`src/rtl/ecc_column_deserializer_if.sv`:
```
`default_nettype none
// ============================================================================
// Module      : ecc_column_deserializer_if
// Description : Column-stream input and codeword output bundle for
//               ecc_column_deserializer.
//               master : column source and codeword consumer (testbench or
//                        upstream/downstream logic)
//               slave  : the deserializer itself
// Ports       : in_data/in_valid/in_sof/in_ready  column stream
//               cw_data/cw_valid/cw_ready         codeword handshake
//               sync_err/drop_count               framing status
// Revision    : 1.0 - initial release
// ============================================================================
interface ecc_column_deserializer_if #(
  parameter int COLS   = 15,
  parameter int COL_W  = 7,
  parameter int DROP_W = 8
);
  logic [COL_W-1:0]      in_data;
  logic                  in_valid;
  logic                  in_sof;
  logic                  in_ready;
  logic [COLS*COL_W-1:0] cw_data;
  logic                  cw_valid;
  logic                  cw_ready;
  logic                  sync_err;
  logic [DROP_W-1:0]     drop_count;

  modport master (
    output in_data, in_valid, in_sof, cw_ready,
    input  in_ready, cw_data, cw_valid, sync_err, drop_count
  );

  modport slave (
    input  in_data, in_valid, in_sof, cw_ready,
    output in_ready, cw_data, cw_valid, sync_err, drop_count
  );
endinterface
`default_nettype wire

```
`src/rtl/ecc_column_deserializer.sv`:
```
`default_nettype none
// ============================================================================
// Module      : ecc_column_deserializer
// Description : Assembles a codeword from a stream of COL_W-bit columns
//               (beat k carries codeword bits [COL_W*k +: COL_W]), presents
//               it under valid/ready, flags framing slips and keeps a
//               saturating count of discarded beats / abandoned frames.
// Ports       : clk    - single rising-edge clock
//               rst_n  - synchronous active-low reset
//               bus    - slave side of ecc_column_deserializer_if
// Revision    : 1.0 - initial release
// ============================================================================
module ecc_column_deserializer #(
  parameter int COLS   = 15,
  parameter int COL_W  = 7,
  parameter int CNT_W  = 4,
  parameter int DROP_W = 8
) (
  input  wire logic clk,
  input  wire logic rst_n,
  ecc_column_deserializer_if.slave bus
);

  typedef enum logic [1:0] {
    S_IDLE    = 2'd0,
    S_COLLECT = 2'd1,
    S_HOLD    = 2'd2
  } state_t;

  localparam logic [CNT_W-1:0] c_LAST = CNT_W'(COLS - 1);

  state_t                r_state;
  state_t                w_state_nxt;
  logic [CNT_W-1:0]      r_beat_cnt;
  logic [CNT_W-1:0]      w_beat_nxt;
  logic [COLS*COL_W-1:0] r_cw_data;
  logic                  r_sync_err;
  logic [DROP_W-1:0]     r_drop_count;

  logic                  w_accept;
  logic                  w_col_we;
  logic [CNT_W-1:0]      w_col_idx;
  logic                  w_slip;

  // in_ready depends on state only, so cw_ready never reaches in_ready.
  assign bus.in_ready   = (r_state != S_HOLD);
  assign w_accept       = bus.in_valid & bus.in_ready;
  assign bus.cw_valid   = (r_state == S_HOLD);
  assign bus.cw_data    = r_cw_data;
  assign bus.sync_err   = r_sync_err;
  assign bus.drop_count = r_drop_count;

  always_comb begin
    w_state_nxt = r_state;
    w_beat_nxt  = r_beat_cnt;
    w_col_we    = 1'b0;
    w_col_idx   = '0;
    w_slip      = 1'b0;
    case (r_state)
      S_IDLE: begin
        if (w_accept) begin
          if (bus.in_sof) begin
            w_col_we = 1'b1;
            if (COLS == 1) begin
              w_state_nxt = S_HOLD;
            end else begin
              w_beat_nxt  = CNT_W'(1);
              w_state_nxt = S_COLLECT;
            end
          end else begin
            // Beat outside any frame: discard and report.
            w_slip = 1'b1;
          end
        end
      end
      S_COLLECT: begin
        if (w_accept) begin
          w_col_we = 1'b1;
          if (bus.in_sof) begin
            // Restart on the new sof; the partial frame counts as one drop.
            w_slip     = 1'b1;
            w_beat_nxt = CNT_W'(1);
          end else begin
            w_col_idx = r_beat_cnt;
            if (r_beat_cnt == c_LAST) begin
              w_beat_nxt  = '0;
              w_state_nxt = S_HOLD;
            end else begin
              w_beat_nxt = r_beat_cnt + CNT_W'(1);
            end
          end
        end
      end
      S_HOLD: begin
        if (bus.cw_ready) begin
          w_state_nxt = S_IDLE;
        end
      end
      default: begin
        w_state_nxt = S_IDLE;
        w_beat_nxt  = '0;
      end
    endcase
  end

  always_ff @(posedge clk) begin
    if (!rst_n) begin
      r_state    <= S_IDLE;
      r_beat_cnt <= '0;
    end else begin
      r_state    <= w_state_nxt;
      r_beat_cnt <= w_beat_nxt;
    end
  end

  // Columns are never cleared between frames: a completed frame rewrites
  // every column before cw_valid is raised.
  always_ff @(posedge clk) begin
    if (!rst_n) begin
      r_cw_data    <= '0;
      r_sync_err   <= 1'b0;
      r_drop_count <= '0;
    end else begin
      r_sync_err <= w_slip;
      if (w_slip && (r_drop_count != {DROP_W{1'b1}})) begin
        r_drop_count <= r_drop_count + DROP_W'(1);
      end
      if (w_col_we) begin
        r_cw_data[int'(w_col_idx)*COL_W +: COL_W] <= bus.in_data;
      end
    end
  end

endmodule
`default_nettype wire

```
`src/flat_wrapper.sv`:
```
// flat-port wrapper written by rule: the top's interface ports become plain ports
module ecc_column_deserializer_flat 
#(
  parameter int COLS   = 15,
  parameter int COL_W  = 7,
  parameter int CNT_W  = 4,
  parameter int DROP_W = 8
)
  (clk, rst_n, bus_in_data, bus_in_valid, bus_in_sof, bus_cw_ready, bus_in_ready, bus_cw_data, bus_cw_valid, bus_sync_err, bus_drop_count);
  ecc_column_deserializer_if #(.COLS(COLS), .COL_W(COL_W), .DROP_W(DROP_W)) bus_i ();
  input  wire logic clk;
  input  wire logic rst_n;
  input wire logic [$bits(bus_i.in_data)-1:0] bus_in_data;
  input wire logic [$bits(bus_i.in_valid)-1:0] bus_in_valid;
  input wire logic [$bits(bus_i.in_sof)-1:0] bus_in_sof;
  input wire logic [$bits(bus_i.cw_ready)-1:0] bus_cw_ready;
  output wire logic [$bits(bus_i.in_ready)-1:0] bus_in_ready;
  output wire logic [$bits(bus_i.cw_data)-1:0] bus_cw_data;
  output wire logic [$bits(bus_i.cw_valid)-1:0] bus_cw_valid;
  output wire logic [$bits(bus_i.sync_err)-1:0] bus_sync_err;
  output wire logic [$bits(bus_i.drop_count)-1:0] bus_drop_count;
  assign bus_i.in_data = bus_in_data;
  assign bus_i.in_valid = bus_in_valid;
  assign bus_i.in_sof = bus_in_sof;
  assign bus_i.cw_ready = bus_cw_ready;
  assign bus_in_ready = bus_i.in_ready;
  assign bus_cw_data = bus_i.cw_data;
  assign bus_cw_valid = bus_i.cw_valid;
  assign bus_sync_err = bus_i.sync_err;
  assign bus_drop_count = bus_i.drop_count;
  ecc_column_deserializer #(.COLS(COLS), .COL_W(COL_W), .CNT_W(CNT_W), .DROP_W(DROP_W)) u_core (.clk(clk), .rst_n(rst_n), .bus(bus_i));
endmodule
```
`config.mk`:
```
export PLATFORM = sky130hd
export DESIGN_NAME = ecc_column_deserializer_flat
export DESIGN_NICKNAME = d
export VERILOG_FILES = /design/src/rtl/ecc_column_deserializer_if.sv /design/src/rtl/ecc_column_deserializer.sv /design/src/flat_wrapper.sv
export SDC_FILE = /design/constraint.sdc
export NUM_CORES = 1
export LEC_CHECK = 0
export ABC_AREA = 1
export BUFFER_PORTS_ARGS = -buffer_cell sky130_fd_sc_hd__clkbuf_2
export CAP_MARGIN = 20
export CORE_ASPECT_RATIO = 1.5
export CORE_UTILIZATION = 39
export DETAILED_ROUTE_END_ITERATION = 16
export PLACE_DENSITY = 0.62
export SLEW_MARGIN = 40
export SYNTH_ARGS = -nofsm -noshare
export SYNTH_HDL_FRONTEND = slang
export SYNTH_SLANG_ARGS = --single-unit
```
`constraint.sdc`:
```
create_clock -name clk -period 3 [get_ports clk]
set_input_delay 0.3 -clock clk [delete_from_list [all_inputs] [get_ports clk]]
set_output_delay 0.3 -clock clk [all_outputs]
set_load 0.005 [all_outputs]
```
# --- After elaboration in Yosys (flattened, before gate mapping) ---
# Index checks and enable logic that the tools add are counted.
totals:
  elab_cells: 52
  register_bits: 120
  output_inout_bits: 116
classes:
  n_addsub: 3
  shifts: 2
  reduce_logical: 4
  eq_ne: 11
  n_mul: 1
  muxes: 24
  bitwise: 2
op_table:
  columns: ["cell", "count"]
  rows:
  - ["$bwmux 105", 1]
  - ["$shift 7x33->105 const A", 1]
  - ["$shiftx 7x33->105", 1]
  - ["$neg 32->33", 1]
  - ["$mux 4", 8]
  - ["$mux 2", 6]
  - ["$pmux 4 s3", 1]
  - ["$add 8x1->8 const B", 1]
  - ["$ne 2x2->1 const B", 4]
  - ["$ne 8x8->1 const B", 1]
  - ["$mul 4x3->7 const B", 1]
  - ["$ne 2x1->1 const B", 3]
  - ["$pmux 2 s3", 1]
  - ["$reduce_and 6->1", 1]
  - ["$mux 1", 5]
  - ["$add 4x1->4 const B", 1]
  - ["$eq 4x4->1 const B", 1]
  - ["$pmux 1 s2", 2]
  - ["$reduce_and 4->1", 1]
  - ["$eq 2x1->1 const B", 1]
  - ["$eq 2x2->1 const B", 1]
  - ["$logic_not 2->1", 1]
  - ["$and 1x1->1", 1]
  - ["$logic_and 1x1->1", 1]
  - ["$not 1->1", 1]

# --- Logic depth before layout (Yosys ltp) ---
logic_depth:
  ltp_word: 8
  depth_mapped: 14
  mapped_depth_nobuf: 13

# --- Least setup slack after synthesis ---
# No wires, ideal clock.
synth_timing:
  kind: "register to register"
  start: "reg u_core.r_state[0]"
  end: "reg u_core.r_cw_data[42] (netlist: u_core.bus.cw_data[42])"
  setup_time_ns: 0.113
  setup_slack_ns: 1.015
  arrival_time_ns: 1.872
  stages_incl_launch_ff: 15
  path_cell_list: "dfxtp_1 -> buf_4 -> inv_2 -> nor2_4 -> nand3_2 -> ha_1 -> inv_1 -> nand3_1 -> nand2_1 -> buf_4 -> nand3_2 -> nor2_4 -> nand2_1 -> nand2_1 -> nor2_1"
synth_via:
  elab_chain_cells: 8
  word_cells_on_any_way: 14
synth_rtl:
  columns: ["element", "line_no", "text"]
  rows:
  - ["start, declared", "ecc_column_deserializer.sv:32", "state_t r_state;"]
  - ["start signal, assigned", "ecc_column_deserializer.sv:111", "r_state <= w_state_nxt;"]
  - ["$ne 2x2->1", "ecc_column_deserializer.sv:46", "assign bus.in_ready = (r_state != S_HOLD);"]
  - ["$and 1x1->1", "ecc_column_deserializer.sv:47", "assign w_accept = bus.in_valid & bus.in_ready;"]
  - ["$mux 4", "ecc_column_deserializer.sv:77", "if (w_accept) begin"]
  - ["$mux 4", "ecc_column_deserializer.sv:59", "case (r_state)"]
  - ["$mul 4x3->7", "ecc_column_deserializer.sv:129", "r_cw_data[int'(w_col_idx)*COL_W +: COL_W] <= bus.in_data;"]
  - ["$neg 32->33", "ecc_column_deserializer.sv:129", null]
  - ["$shiftx 7x33->105 / $shift 7x33->105 (equally long branches)", "ecc_column_deserializer.sv:129", null]
  - ["$bwmux 105", "ecc_column_deserializer.sv:129", null]
  - ["end signal, assigned by index", "ecc_column_deserializer.sv:129", null]
  - ["end, declared", "ecc_column_deserializer.sv:36", "logic [COLS*COL_W-1:0] r_cw_data;"]
# Parallel ways exist; a longest one is shown, timed or not.
# A chain may end at the register's enable or synchronous reset.

# --- Worst setup path in the final report ---
layout_timing:
  start: "reg u_core.r_state[0]"
  end: "reg u_core.r_cw_data[21] (netlist: u_core.bus.cw_data[21])"
# Same word-level chain as after synthesis.

==> flow_summary.yaml <==
critical_path:
  slowest_delay_ns: 0.46
  startpoint: "u_core.r_state[0]"
  r2r-end: "u_core.bus.cw_data[21]"
  crit_arrival_ns: 2.80
  crit_slowest_cell: "dfxtp_1"
  crit_end: "u_core.bus.cw_data[21]"
  r2r_start: "u_core.r_state[0]"
  path_cells: "inv_2, nor2_4, nand3_2, ha_1, inv_1, nand3_1, nand2_1, nor2_1, nand2_1, inv_2, nor2_1, nor2_1"
  cp.required_ns: 3.30
  end_kind: "register"
  crit_fanout: 11
  cp_common_cell: "nor2_1"
  reg2reg_slack_ns: 0.50
  worst-r2r-cell-count: 12
  start_kind: "register"
  critPathKind: "register to register"
yosys:
  yosys_warnings: 0
  syn_avg_cell_area_um2: 7.05
  synthMuxAreaShare_pct: 0
  synth_edf_count: 0
  yosysUniqueCellTypes: 27
  synthArstFlopShare_pct: 0
  synthAdderAreaFrac_pct: 0.980
  synth_nets: 741
  synth_top_family_by_area: "simple AND/OR/NAND/NOR gates"
  synth-main-ff-cell: "dfxtp_1"
  ys_seq_elements: 120
  synth_compound_area_share_pct: 10.5
  synth_area_um2: 5110
  synth.yosys.seq_area_share_pct: 47.0
  netlist_instances: 725
  synth_simple_gate_area_share_pct: 33.8
  synthXorXnorAreaFrac_pct: 0.343
sta:
  worst_pin_slew_ns: 0.612
  period_share_pct: 83.2
  fin_setup_tns_ns: 0
  rsz0062_at_grt: "no"
  slew_headroom_pct: 59.2
  setup_violations: 0
  hold_ws_ns: 0.173
  timing.final.hold_violations: 0
  fin_skew_ns: 0.00930
  drv_slew: 0
  max_freq_mhz: 400
  period_needed_ns: 2.50
pwr:
  seqPwrFrac_pct: 42.6
  p_leak_nw: 2.93
  power_density_nw_per_um2: 592
  p_int_w: 0.00290
  switchingPower_w: 0.000924
  clock_power_share_pct: 52.0
  irDropWorstVdd_v: 0.000396
  switching_share_pct: 24.2
  p_comb_share_pct: 5.4
clock_network:
  cts.sinks: 120
  cts_tree: "built"
  cts_resized: 0
  htreeDepth: 4
  root_buffer: "clkbuf_16"
  clkLatencyLatePin_ns: 0.41
  clkTransAtPathRegs_ns: 0.06
  clockBufferDepth: 2
  ctsHoldBuffers: 0
  cts_made_buffers: 17
  post_cts_buffers: 0
cells_and_area:
  fin_nets: 869
  syn2layout_area_growth_pct: 26.4
  n_antenna_cell: 0
  fill_cells: 1306
  layout-drive-gt1-share_pct: 23.7
  stdcell_area_um2: 6460
routing:
  drc: 0
  vias_per_cell: 4.84
  initialDrtViolationCount: 202
  drt-total-wl_um: 14000
  ant_nets: 0
  via_count: 4943
  wl_per_cell_um: 13.7
  first_pass_iters: 4
die:
  start_util_pct: 40.4
  dieWidth_um: 95.5
  ios: 128
  rows: 50
  core_area_um2: 12600
  dieArea_um2: 13600
  die_y_um: 142
placed_design:
  portBuffers: 127
  postPlaceCellArea_um2: 5880
  dp_hpwl_um: 9920
  place_congestion: 0.891
global_routing:
  grt-ovfl-total: 0
  grt_max_degree: 64
  grt_pass1_wl_um: 22100
  grt_usage_pct: 21.3
  first_global_vias: 4492
  antenna_found_initial: 0
run_status:
  status: "finished, final reports clean"
min_path:
  worst_hold_path_type: "primary input to register"
run:
  maxCapViolCount: 0
-- worst min path at each step --
stage,from,end,slack (ns),cells past startpoint
floorplan,bus_in_data[2],u_core.bus.cw_data[100],0.43,2
global placement,u_core.bus.cw_data[67],u_core.bus.cw_data[67],0.45,2
detailed placement,u_core.bus.cw_data[89],u_core.bus.cw_data[89],0.46,2
CTS,bus_cw_ready,u_core.r_state[1],0.16,3
global route,bus_in_data[2],u_core.bus.cw_data[100],0.18,3
finish,bus_cw_ready,u_core.r_state[1],0.17,3
-- final cells by class --
class	count	area, µm²	area share, %
repair buffers	136	716	11.1
well taps	156	195	3.02
clock inverters	14	150	2.33
inverters	62	233	3.60
flip-flops and latches	120	2400	37.2
clock buffers	18	429	6.65
multi-input cells	516	2330	36.1
-- power groups by stage --
stage	combinational (W)	sequential [W]	clock (W)
final	0.000205	0.00163	0.00199
after global routing	0.000231	0.00163	0.00211
after CTS	0.000206	0.00163	0.00202
after detailed placement	0.000205	0.00166	0
after global placement	0.000205	0.00166	0
after floorplan	0.000137	0.00166	0
-- flip-flops by register name (all words and copies together), names as in the netlist --
signal,count
u_core.bus.cw_data,105
u_core.bus.drop_count,8
u_core.r_beat_cnt,4
u_core.r_state,2
u_core.bus.sync_err,1
-- cell families after synthesis --
| group | after synthesis |
|---|---|
| adders and majority gates | 4 |
| xor gates and xnor gates | 2 |
| and+or+nand+nor | 405 |
| AOI/OAI and AO/OA | 105 |
| buffers and inverters | 89 |
| DFF | 120 |
-- cell usage after synthesis (6+ instances only) --
library cell | count | area [µm²]
buf_4 | 7 | 52.6
nand4_1 | 12 | 75.1
inv_2 | 8 | 30.0
buf_2 | 6 | 30.0
nand3_1 | 42 | 210
clkbuf_1 | 9 | 33.8
inv_1 | 53 | 199
nand2_2 | 10 | 62.6
nand3_2 | 6 | 60.1
nor2_2 | 8 | 50.1
dfxtp_1 | 120 | 2400
a21oi_1 | 76 | 380
o21ai_0 | 25 | 125
nor2_1 | 133 | 499
nand2_1 | 186 | 698
-- routing by layer --
layer  up-vias  wire, µm  global-route usage (%)
li1       2567         -                       -
met1      2222      6260                    26.7
met2       137      6800                    35.2
met3        17       656                    4.97
met4         0       247                    7.93
met5         -         0                       0
-- layout by cell type, fill, tap and decap left out, types with 2 or more instances in the layout --
cell type | synthesis | layout
buf_4 | 7 | 8
clkinvlp_4 | 0 | 6
o211ai_1 | 3 | 3
inv_6 | 0 | 3
clkinv_2 | 0 | 2
nand2_1 | 186 | 186
nand3_1 | 42 | 42
inv_1 | 53 | 53
bufinv_16 | 0 | 2
nand4_1 | 12 | 12
dfxtp_1 | 120 | 120
nor2_4 | 4 | 4
nand2_2 | 10 | 10
ha_1 | 4 | 4
clkbuf_16 | 0 | 17
nand3_2 | 6 | 6
nor2_1 | 133 | 133
a21oi_1 | 76 | 76
nor3_1 | 2 | 2
nor2_2 | 8 | 8
o21ai_0 | 25 | 25
inv_2 | 8 | 8
clkbuf_2 | 0 | 127
-- metrics by stage --
stage	total power (W)	utilization [%]	cells	setup slack [ns]
floorplan	0.00180	-	725	1.02
global placement	0.00187	46.5	990	0.570
detailed placement	0.00187	46.5	990	0.524
CTS	0.00386	51.1	1022	0.517
global route	0.00397	51.1	1022	0.268
finish	0.00382	51.1	1022	0.503
-- critical path, delay by kind of cell, from the launching register on --
kind / cells / cell delay, ns
DFF: 1 / 0.46
buffers and inverters: 3 / 0.32
adders and majority gates: 1 / 0.30
and+or+nand+nor: 8 / 1.31
Power figures use the tool's default switching activity.
